--- src/rtl/axil_wb_pkg.sv ---
// Shared types and constants for the AXI-Lite slave to Wishbone master bridge.
package axil_wb_pkg;

    typedef enum logic [2:0] {
        IDLE   = 3'd0,
        WB_WR  = 3'd1,
        WB_RD  = 3'd2,
        B_RESP = 3'd3,
        R_RESP = 3'd4
    } state_e;

    localparam logic [1:0]  RESP_OKAY   = 2'b00;
    localparam logic [1:0]  RESP_SLVERR = 2'b10;
    localparam logic [31:0] ERR_DATA    = 32'hDEADBEEF;

endpackage

--- src/rtl/axil_wb_watchdog.sv ---
// Ack-wait counter for the bridge; expired_o pulses on the TIMEOUT-th cycle of a
// Wishbone cycle that has not been acknowledged.
module axil_wb_watchdog #(
    parameter int TIMEOUT = 255
) (
    input  logic clk_i,
    input  logic rst_ni,
    input  logic clear_i,
    input  logic en_i,
    output logic expired_o
);

    localparam int CW = $clog2(TIMEOUT + 1);

    logic [CW-1:0] cnt_q, cnt_d;

    assign expired_o = en_i && (cnt_q == CW'(TIMEOUT - 1));

    always_comb begin
        cnt_d = cnt_q;
        if (clear_i) begin
            cnt_d = '0;
        end else if (en_i && !expired_o) begin
            cnt_d = cnt_q + 1'b1;
        end
    end

    always_ff @(posedge clk_i or negedge rst_ni) begin
        if (!rst_ni) begin
            cnt_q <= '0;
        end else begin
            cnt_q <= cnt_d;
        end
    end

endmodule

--- src/rtl/axil_wb_master.sv ---
// AXI-Lite slave to classic Wishbone master bridge, one transaction in flight.
// Define AXIL_WB_TIMEOUT_EN to abort unacknowledged cycles with SLVERR.
module axil_wb_master
    import axil_wb_pkg::*;
#(
    parameter int ADDR_W  = 32,
    parameter int DATA_W  = 32,
    parameter int TIMEOUT = 255
) (
    input  logic              axis_clk,
    input  logic              axis_rst_n,
    input  logic              awvalid,
    output logic              awready,
    input  logic [ADDR_W-1:0] awaddr,
    input  logic              wvalid,
    output logic              wready,
    input  logic [DATA_W-1:0] wdata,
    input  logic [3:0]        wstrb,
    output logic              bvalid,
    input  logic              bready,
    output logic [1:0]        bresp,
    input  logic              arvalid,
    output logic              arready,
    input  logic [ADDR_W-1:0] araddr,
    output logic              rvalid,
    input  logic              rready,
    output logic [DATA_W-1:0] rdata,
    output logic [1:0]        rresp,
    output logic              wbm_cyc_o,
    output logic              wbm_stb_o,
    output logic              wbm_we_o,
    output logic [3:0]        wbm_sel_o,
    output logic [ADDR_W-1:0] wbm_adr_o,
    output logic [DATA_W-1:0] wbm_dat_o,
    input  logic [DATA_W-1:0] wbm_dat_i,
    input  logic              wbm_ack_i
);

    state_e            state_q, state_d;
    logic              rst_done_q, rst_done_d;
    logic              aw_full_q, aw_full_d;
    logic [ADDR_W-1:0] aw_addr_q, aw_addr_d;
    logic              w_full_q, w_full_d;
    logic [DATA_W-1:0] w_data_q, w_data_d;
    logic [3:0]        w_strb_q, w_strb_d;
    logic              ar_full_q, ar_full_d;
    logic [ADDR_W-1:0] ar_addr_q, ar_addr_d;
    logic              last_grant_q, last_grant_d;
    logic [ADDR_W-1:0] adr_q, adr_d;
    logic [DATA_W-1:0] dat_q, dat_d;
    logic [3:0]        sel_q, sel_d;
    logic              we_q, we_d;
    logic [DATA_W-1:0] rdata_q, rdata_d;
    logic [1:0]        bresp_q, bresp_d;
    logic [1:0]        rresp_q, rresp_d;

    logic aw_hs, w_hs, ar_hs;
    logic wr_req, rd_req;
    logic in_wb;
    logic wd_expired;

    // Readies stay low until the first edge after reset release.
    assign awready = rst_done_q && !aw_full_q;
    assign wready  = rst_done_q && !w_full_q;
    assign arready = rst_done_q && !ar_full_q;

    assign aw_hs = awvalid && awready;
    assign w_hs  = wvalid  && wready;
    assign ar_hs = arvalid && arready;

    // A handshake in the current cycle counts, so a grant can happen the same edge.
    assign wr_req = (aw_full_q || aw_hs) && (w_full_q || w_hs);
    assign rd_req = ar_full_q || ar_hs;

    assign in_wb     = (state_q == WB_WR) || (state_q == WB_RD);
    assign wbm_cyc_o = in_wb;
    assign wbm_stb_o = in_wb;
    assign wbm_we_o  = we_q;
    assign wbm_sel_o = sel_q;
    assign wbm_adr_o = adr_q;
    assign wbm_dat_o = dat_q;

    assign bvalid = (state_q == B_RESP);
    assign rvalid = (state_q == R_RESP);
    assign bresp  = bresp_q;
    assign rresp  = rresp_q;
    assign rdata  = rdata_q;

`ifdef AXIL_WB_TIMEOUT_EN
    axil_wb_watchdog #(
        .TIMEOUT (TIMEOUT)
    ) u_watchdog (
        .clk_i     (axis_clk),
        .rst_ni    (axis_rst_n),
        .clear_i   (state_q == IDLE),
        .en_i      (in_wb),
        .expired_o (wd_expired)
    );
`else
    assign wd_expired = 1'b0;
`endif

    always_comb begin
        state_d      = state_q;
        rst_done_d   = 1'b1;
        aw_full_d    = aw_full_q;
        aw_addr_d    = aw_addr_q;
        w_full_d     = w_full_q;
        w_data_d     = w_data_q;
        w_strb_d     = w_strb_q;
        ar_full_d    = ar_full_q;
        ar_addr_d    = ar_addr_q;
        last_grant_d = last_grant_q;
        adr_d        = adr_q;
        dat_d        = dat_q;
        sel_d        = sel_q;
        we_d         = we_q;
        rdata_d      = rdata_q;
        bresp_d      = bresp_q;
        rresp_d      = rresp_q;

        if (aw_hs) begin
            aw_full_d = 1'b1;
            aw_addr_d = awaddr;
        end
        if (w_hs) begin
            w_full_d = 1'b1;
            w_data_d = wdata;
            w_strb_d = wstrb;
        end
        if (ar_hs) begin
            ar_full_d = 1'b1;
            ar_addr_d = araddr;
        end

        case (state_q)
            IDLE: begin
                // last_grant only moves on a real tie: 1 means the write won it.
                if (wr_req && (!rd_req || !last_grant_q)) begin
                    state_d = WB_WR;
                    adr_d   = aw_full_q ? aw_addr_q : awaddr;
                    dat_d   = w_full_q ? w_data_q : wdata;
                    sel_d   = w_full_q ? w_strb_q : wstrb;
                    we_d    = 1'b1;
                    if (rd_req) begin
                        last_grant_d = 1'b1;
                    end
                end else if (rd_req) begin
                    state_d = WB_RD;
                    adr_d   = ar_full_q ? ar_addr_q : araddr;
                    sel_d   = 4'hF;
                    we_d    = 1'b0;
                    if (wr_req) begin
                        last_grant_d = 1'b0;
                    end
                end
            end
            WB_WR: begin
                if (wbm_ack_i) begin
                    state_d = B_RESP;
                    bresp_d = RESP_OKAY;
                    we_d    = 1'b0;
                end else if (wd_expired) begin
                    state_d = B_RESP;
                    bresp_d = RESP_SLVERR;
                    we_d    = 1'b0;
                end
            end
            WB_RD: begin
                if (wbm_ack_i) begin
                    state_d = R_RESP;
                    rdata_d = wbm_dat_i;
                    rresp_d = RESP_OKAY;
                end else if (wd_expired) begin
                    state_d = R_RESP;
                    rdata_d = DATA_W'(ERR_DATA);
                    rresp_d = RESP_SLVERR;
                end
            end
            B_RESP: begin
                if (bready) begin
                    state_d   = IDLE;
                    aw_full_d = 1'b0;
                    w_full_d  = 1'b0;
                end
            end
            R_RESP: begin
                if (rready) begin
                    state_d   = IDLE;
                    ar_full_d = 1'b0;
                end
            end
            default: state_d = IDLE;
        endcase
    end

    always_ff @(posedge axis_clk or negedge axis_rst_n) begin
        if (!axis_rst_n) begin
            state_q      <= IDLE;
            rst_done_q   <= 1'b0;
            aw_full_q    <= 1'b0;
            aw_addr_q    <= '0;
            w_full_q     <= 1'b0;
            w_data_q     <= '0;
            w_strb_q     <= '0;
            ar_full_q    <= 1'b0;
            ar_addr_q    <= '0;
            last_grant_q <= 1'b0;
            adr_q        <= '0;
            dat_q        <= '0;
            sel_q        <= '0;
            we_q         <= 1'b0;
            rdata_q      <= '0;
            bresp_q      <= RESP_OKAY;
            rresp_q      <= RESP_OKAY;
        end else begin
            state_q      <= state_d;
            rst_done_q   <= rst_done_d;
            aw_full_q    <= aw_full_d;
            aw_addr_q    <= aw_addr_d;
            w_full_q     <= w_full_d;
            w_data_q     <= w_data_d;
            w_strb_q     <= w_strb_d;
            ar_full_q    <= ar_full_d;
            ar_addr_q    <= ar_addr_d;
            last_grant_q <= last_grant_d;
            adr_q        <= adr_d;
            dat_q        <= dat_d;
            sel_q        <= sel_d;
            we_q         <= we_d;
            rdata_q      <= rdata_d;
            bresp_q      <= bresp_d;
            rresp_q      <= rresp_d;
        end
    end

endmodule

--- config.mk ---
export PLATFORM = sky130hd
export DESIGN_NAME = axil_wb_master
export DESIGN_NICKNAME = d
export VERILOG_FILES = /design/src/rtl/axil_wb_pkg.sv /design/src/rtl/axil_wb_watchdog.sv /design/src/rtl/axil_wb_master.sv
export SDC_FILE = /design/constraint.sdc
export NUM_CORES = 1
export LEC_CHECK = 0
export BUFFER_PORTS_ARGS = -buffer_cell sky130_fd_sc_hd__buf_2
export CORE_UTILIZATION = 48
export DETAILED_ROUTE_END_ITERATION = 12
export GPL_TIMING_DRIVEN = 0
export HOLD_SLACK_MARGIN = 0.12
export PLACE_DENSITY_LB_ADDON = 0.3
export RECOVER_POWER = 25
export SLEW_MARGIN = 20
export SYNTH_ARGS = -nofsm -noshare
export SYNTH_HDL_FRONTEND = slang
export SYNTH_SLANG_ARGS = --single-unit
--- constraint.sdc ---
create_clock -name axis_clk -period 1.7 [get_ports axis_clk]
set_input_delay 0.34 -clock axis_clk [delete_from_list [all_inputs] [get_ports axis_clk]]
set_output_delay 0.34 -clock axis_clk [all_outputs]
set_load 0.02 [all_outputs]
==> impl_metrics.csv <==
group,metric,value,unit
setup_path,timing.critical_path.slowest_cell_delay,0.41,ns
layout,layoutNonFillerInstCount,1388,
layout,layout-area-overhead-vs-synth,55.9,%
setup_path,rr_startpoint,"state_q[0]",
global_route,grt_pass1_wl,40.6,mm
cts,cts_tree,"done",
cts,cts_inserted_buffers,23,
placed_design,dp_worst_setup_slack,-0.347,ns
cts,htree_levels,1,
layout,nNetsFinal,1252,
setup_path,crit_fanout,3,
die,top_level_ports,252,
setup_path,path_class,"flip-flop to output port",
global_route,overflow,0,
logic_synthesis,synth_sequential_area_ratio,56.4,%
setup_path,critical_path.startpoint_type,"flip-flop",
placed_design,gp_congestion,0.740,
setup_path,path_depth,5,
detailed_routing,wire_per_inst,19.4,microns
die,start_util,49.2,%
cts,buffer_depth_of_the_longest_clock_path,3,
setup_path,cp_slowest_cell,"sky130_fd_sc_hd__dfrtp_1",
min_path,hold_path.class,"input pin to flip-flop",
sta,final.setup_skew,0.0131,ns
sta,hold_viol_final,0,
die,dieArea,19900,sq um
detailed_routing,routed_wirelength,26.9,mm
detailed_routing,drt_iter0_drc,190,
cts,master_cell_of_the_clock_root_buffer,"sky130_fd_sc_hd__clkbuf_16",
cts,cts.clk_slew.worst_paths,0.06,ns
sta,report.final.slew_viol_count,0,
sta,timing.final.crit_share,112,%
sta,smallest_setup_slack_after_layout,-0.199,ns
sta,rsz_0062_raised_after_global_routing,"yes",
setup_path,crit_start,"state_q[1]",
logic_synthesis,yosys.area.top_type,"sky130_fd_sc_hd__dfrtp_1",
global_route,largest_net_degree_at_the_start_of_global_routing,96,
setup_path,critical_path_arrival,1.56,ns
logic_synthesis,netlist_area,9270,sq um
die,die_width,141,microns
logic_synthesis,yosysUniqueCellTypes,35,
power_and_ir_drop,power.ir.vdd_worst,1.56,mV
setup_path,critical_path.top_delay_family,"flip-flops",
placed_design,count_of_input_and_output_buffers,247,
detailed_routing,final_antenna_net_count,0,
setup_path,path_cells,"buf_8 -> xnor2_4 -> nor2_4 -> buf_4 -> buf_6",
setup_path,critical_path.endpoint,"wbm_stb_o",
outcome,run_status,"finished, violations left",
global_route,grt_pass1_vias,7748,
setup_path,critPathCaptureType,"output port",
layout,drive_above_1_share,43.1,%
detailed_routing,route.detailed.vias_per_inst,5.13,
detailed_routing,drc,0,
detailed_routing,detail_route.first_pass.iterations,4,
logic_synthesis,ys_seq_elements,209,
die,core_area,18800,sq um
sta,final.min_clock_period,1.90,ns
logic_synthesis,synthDominantCellAreaShare,56.4,%
setup_path,r2r.worst_path.cells,8,
die,die_y,141,microns
job,max_cap_violations,0,
setup_path,cp_num_buf_inv,3,
cts,cts.sink_count,209,
logic_synthesis,synthCells,664,
cts,insertion_delay,0.51,ns
layout,final_cell_area,14400,sq um
placed_design,detailed_place.area,11000,sq um
logic_synthesis,avg_inst_size_synth,14.0,sq um
placed_design,numPlacedInstances,1176,
setup_path,worstPathRequired,1.36,ns
sta,setup_viol,72,
sta,worst_hold_slack,0.226,ns
power_and_ir_drop,leakage,7.20,nW
sta,max_freq,527,MHz
placed_design,post_dp_hpwl,14.6,mm
sta,max-slew-margin-rel,43.6,%
logic_synthesis,synth_area_leaders,"sky130_fd_sc_hd__dfrtp_1 56%, sky130_fd_sc_hd__mux2_1 16%, sky130_fd_sc_hd__mux2i_1 14%, sky130_fd_sc_hd__mux2_2 3.9%, sky130_fd_sc_hd__a21oi_1 1.8%",
global_route,antenna_violations_before_repair,1,
setup_path,worst-r2r-setup-slack,-0.19,ns
logic_synthesis,yosysWarningCount,0,
setup_path,rr_endpoint,"wbm_dat_o[15]",
detailed_routing,vias,7127,
die,placement_rows,50,
sta,max_slew.worst_pin.slew,0.847,ns
power_and_ir_drop,pwr_density_cell,2050,nW/um^2
layout,diodes,0,
global_route,grt_util_all_layers,26.0,%
outcome,violations_in_the_final_reports,"negative setup slack",
==> stage by stage <==
stage          util, %  power, mW  TNS [ns]
4_1_cts           74.8       28.1    -10.50
3_5_place_dp      58.4       19.7    -42.74
2_1_floorplan        -       16.5     -2.26
6_report          76.7       29.6     -9.09
3_3_place_gp      58.1       19.3   -747.16
5_1_grt           76.7       31.0    -26.51
==> metal layers <==
layer / vias up / wire [microns] / global-route usage (%)
met4: 2 / 694 / 6.58
met2: 226 / 13700 / 46.5
li1: 3265 / - / -
met3: 52 / 1570 / 6.42
met5: - / 13 / 0
met1: 3582 / 10800 / 31.4
==> synthesized netlist by cell type <==
cell type and count:
sky130_fd_sc_hd__a2111oi_4 1, sky130_fd_sc_hd__a211oi_4 1, sky130_fd_sc_hd__a21boi_1 1, sky130_fd_sc_hd__a21o_1 3, sky130_fd_sc_hd__a21oi_1 33, sky130_fd_sc_hd__a21oi_2 2
sky130_fd_sc_hd__a221oi_1 1, sky130_fd_sc_hd__a22oi_1 4, sky130_fd_sc_hd__a31oi_1 2, sky130_fd_sc_hd__and2_1 1, sky130_fd_sc_hd__buf_1 7, sky130_fd_sc_hd__buf_2 14
sky130_fd_sc_hd__buf_4 8, sky130_fd_sc_hd__buf_6 4, sky130_fd_sc_hd__clkbuf_1 13, sky130_fd_sc_hd__conb_1 2, sky130_fd_sc_hd__dfrtp_1 209, sky130_fd_sc_hd__inv_1 7
sky130_fd_sc_hd__mux2_1 132, sky130_fd_sc_hd__mux2_2 32, sky130_fd_sc_hd__mux2i_1 133, sky130_fd_sc_hd__nand2_1 4, sky130_fd_sc_hd__nand2b_1 1, sky130_fd_sc_hd__nand3_1 1
sky130_fd_sc_hd__nor2_1 34, sky130_fd_sc_hd__nor2b_1 4, sky130_fd_sc_hd__nor3_1 1, sky130_fd_sc_hd__nor3b_1 1, sky130_fd_sc_hd__nor4_2 1, sky130_fd_sc_hd__o21ai_0 1
sky130_fd_sc_hd__o21ai_2 1, sky130_fd_sc_hd__o311ai_1 1, sky130_fd_sc_hd__o31ai_1 1, sky130_fd_sc_hd__or3_1 1, sky130_fd_sc_hd__xnor2_1 2
==> area by class of cell <==
cell class	instances	area, sq um
repair buffers	427	3300
clock inverters	11	140
plain buffers	39	449
multi-input cells	405	4320
flip-flops and latches	209	5230
fillers	1109	4390
inverters	7	26.3
clock buffers	30	652
well taps	260	325
==> worst min path at each step <==
| stage | from | to | cells past startpoint |
|---|---|---|---|
| after floorplan | axis_rst_n | ar_addr_q[0] | 0 |
| after global placement | rdata[8] | rdata[8] | 1 |
| after detailed placement | axis_rst_n | wbm_adr_o[12] | 1 |
| after CTS | wbm_ack_i | state_q[1] | 3 |
| after global routing | wbm_ack_i | state_q[1] | 3 |
| final | wbm_ack_i | state_q[1] | 3 |
==> cells in the final DEF (no fill, tap or decap), types with 9 or more instances in the layout <==
cell and n:
sky130_fd_sc_hd__dlygate4sd3_1 135, sky130_fd_sc_hd__buf_12 16, sky130_fd_sc_hd__nor2_4 26, sky130_fd_sc_hd__clkbuf_16 28, sky130_fd_sc_hd__mux2i_1 130, sky130_fd_sc_hd__mux2_2 9
sky130_fd_sc_hd__buf_2 245, sky130_fd_sc_hd__dfrtp_1 207, sky130_fd_sc_hd__mux2_1 131, sky130_fd_sc_hd__a21oi_2 30, sky130_fd_sc_hd__buf_6 16, sky130_fd_sc_hd__mux2_4 24
sky130_fd_sc_hd__buf_4 23
==> cells by family (layout without fill, tap and decap cells) <==
logic type                count (synthesis)  count (layout)  synth area share, %
muxes                                   297             297                 34.3
AOI/OAI and AO/OA                        52              52                 3.69
and+or+nand+nor                          49              49                 2.34
DFF                                     209             209                 56.4
other                                     2               5               0.0810
xor gates and xnor gates                  2               2                0.189
buffers and inverters                    53             514                 2.98
==> worst reg2reg max path, cell delays in order (launching register included) <==
cell                        delay, ns
sky130_fd_sc_hd__dfrtp_1         0.39
sky130_fd_sc_hd__buf_8           0.14
sky130_fd_sc_hd__or3_4           0.40
sky130_fd_sc_hd__a2111oi_4       0.24
sky130_fd_sc_hd__buf_6           0.20
sky130_fd_sc_hd__buf_12          0.13
sky130_fd_sc_hd__buf_12          0.13
sky130_fd_sc_hd__nor2_2          0.04
sky130_fd_sc_hd__a21oi_1         0.15
==> registers in the layout, indices dropped and copies added (netlist names), 3 cells and up <==
name / count
rdata: 32
wbm_sel_o: 4
wbm_dat_o: 32
ar_addr_q: 32
state_q: 3
w_strb_q: 4
w_data_q: 32
aw_addr_q: 32
wbm_adr_o: 32
==> where the power goes <==
part	switching, mW	leakage [nW]	internal, mW
logic	7.44	4.33	7.81
registers	1.58	2.48	7.50
clock network	2.06	0.393	3.16
total	11.1	7.20	18.5
==> repair_timing <==
action,4_1_cts,5_1_grt
hold buffers,135,0
hold endpoints to repair,194,0
setup endpoints to repair,196,220
cloned,11,1
setup buffers,29,8
gates resized for setup,118,114
pin swaps,5,7
Note: power is estimated with default switching activity, not from simulation.
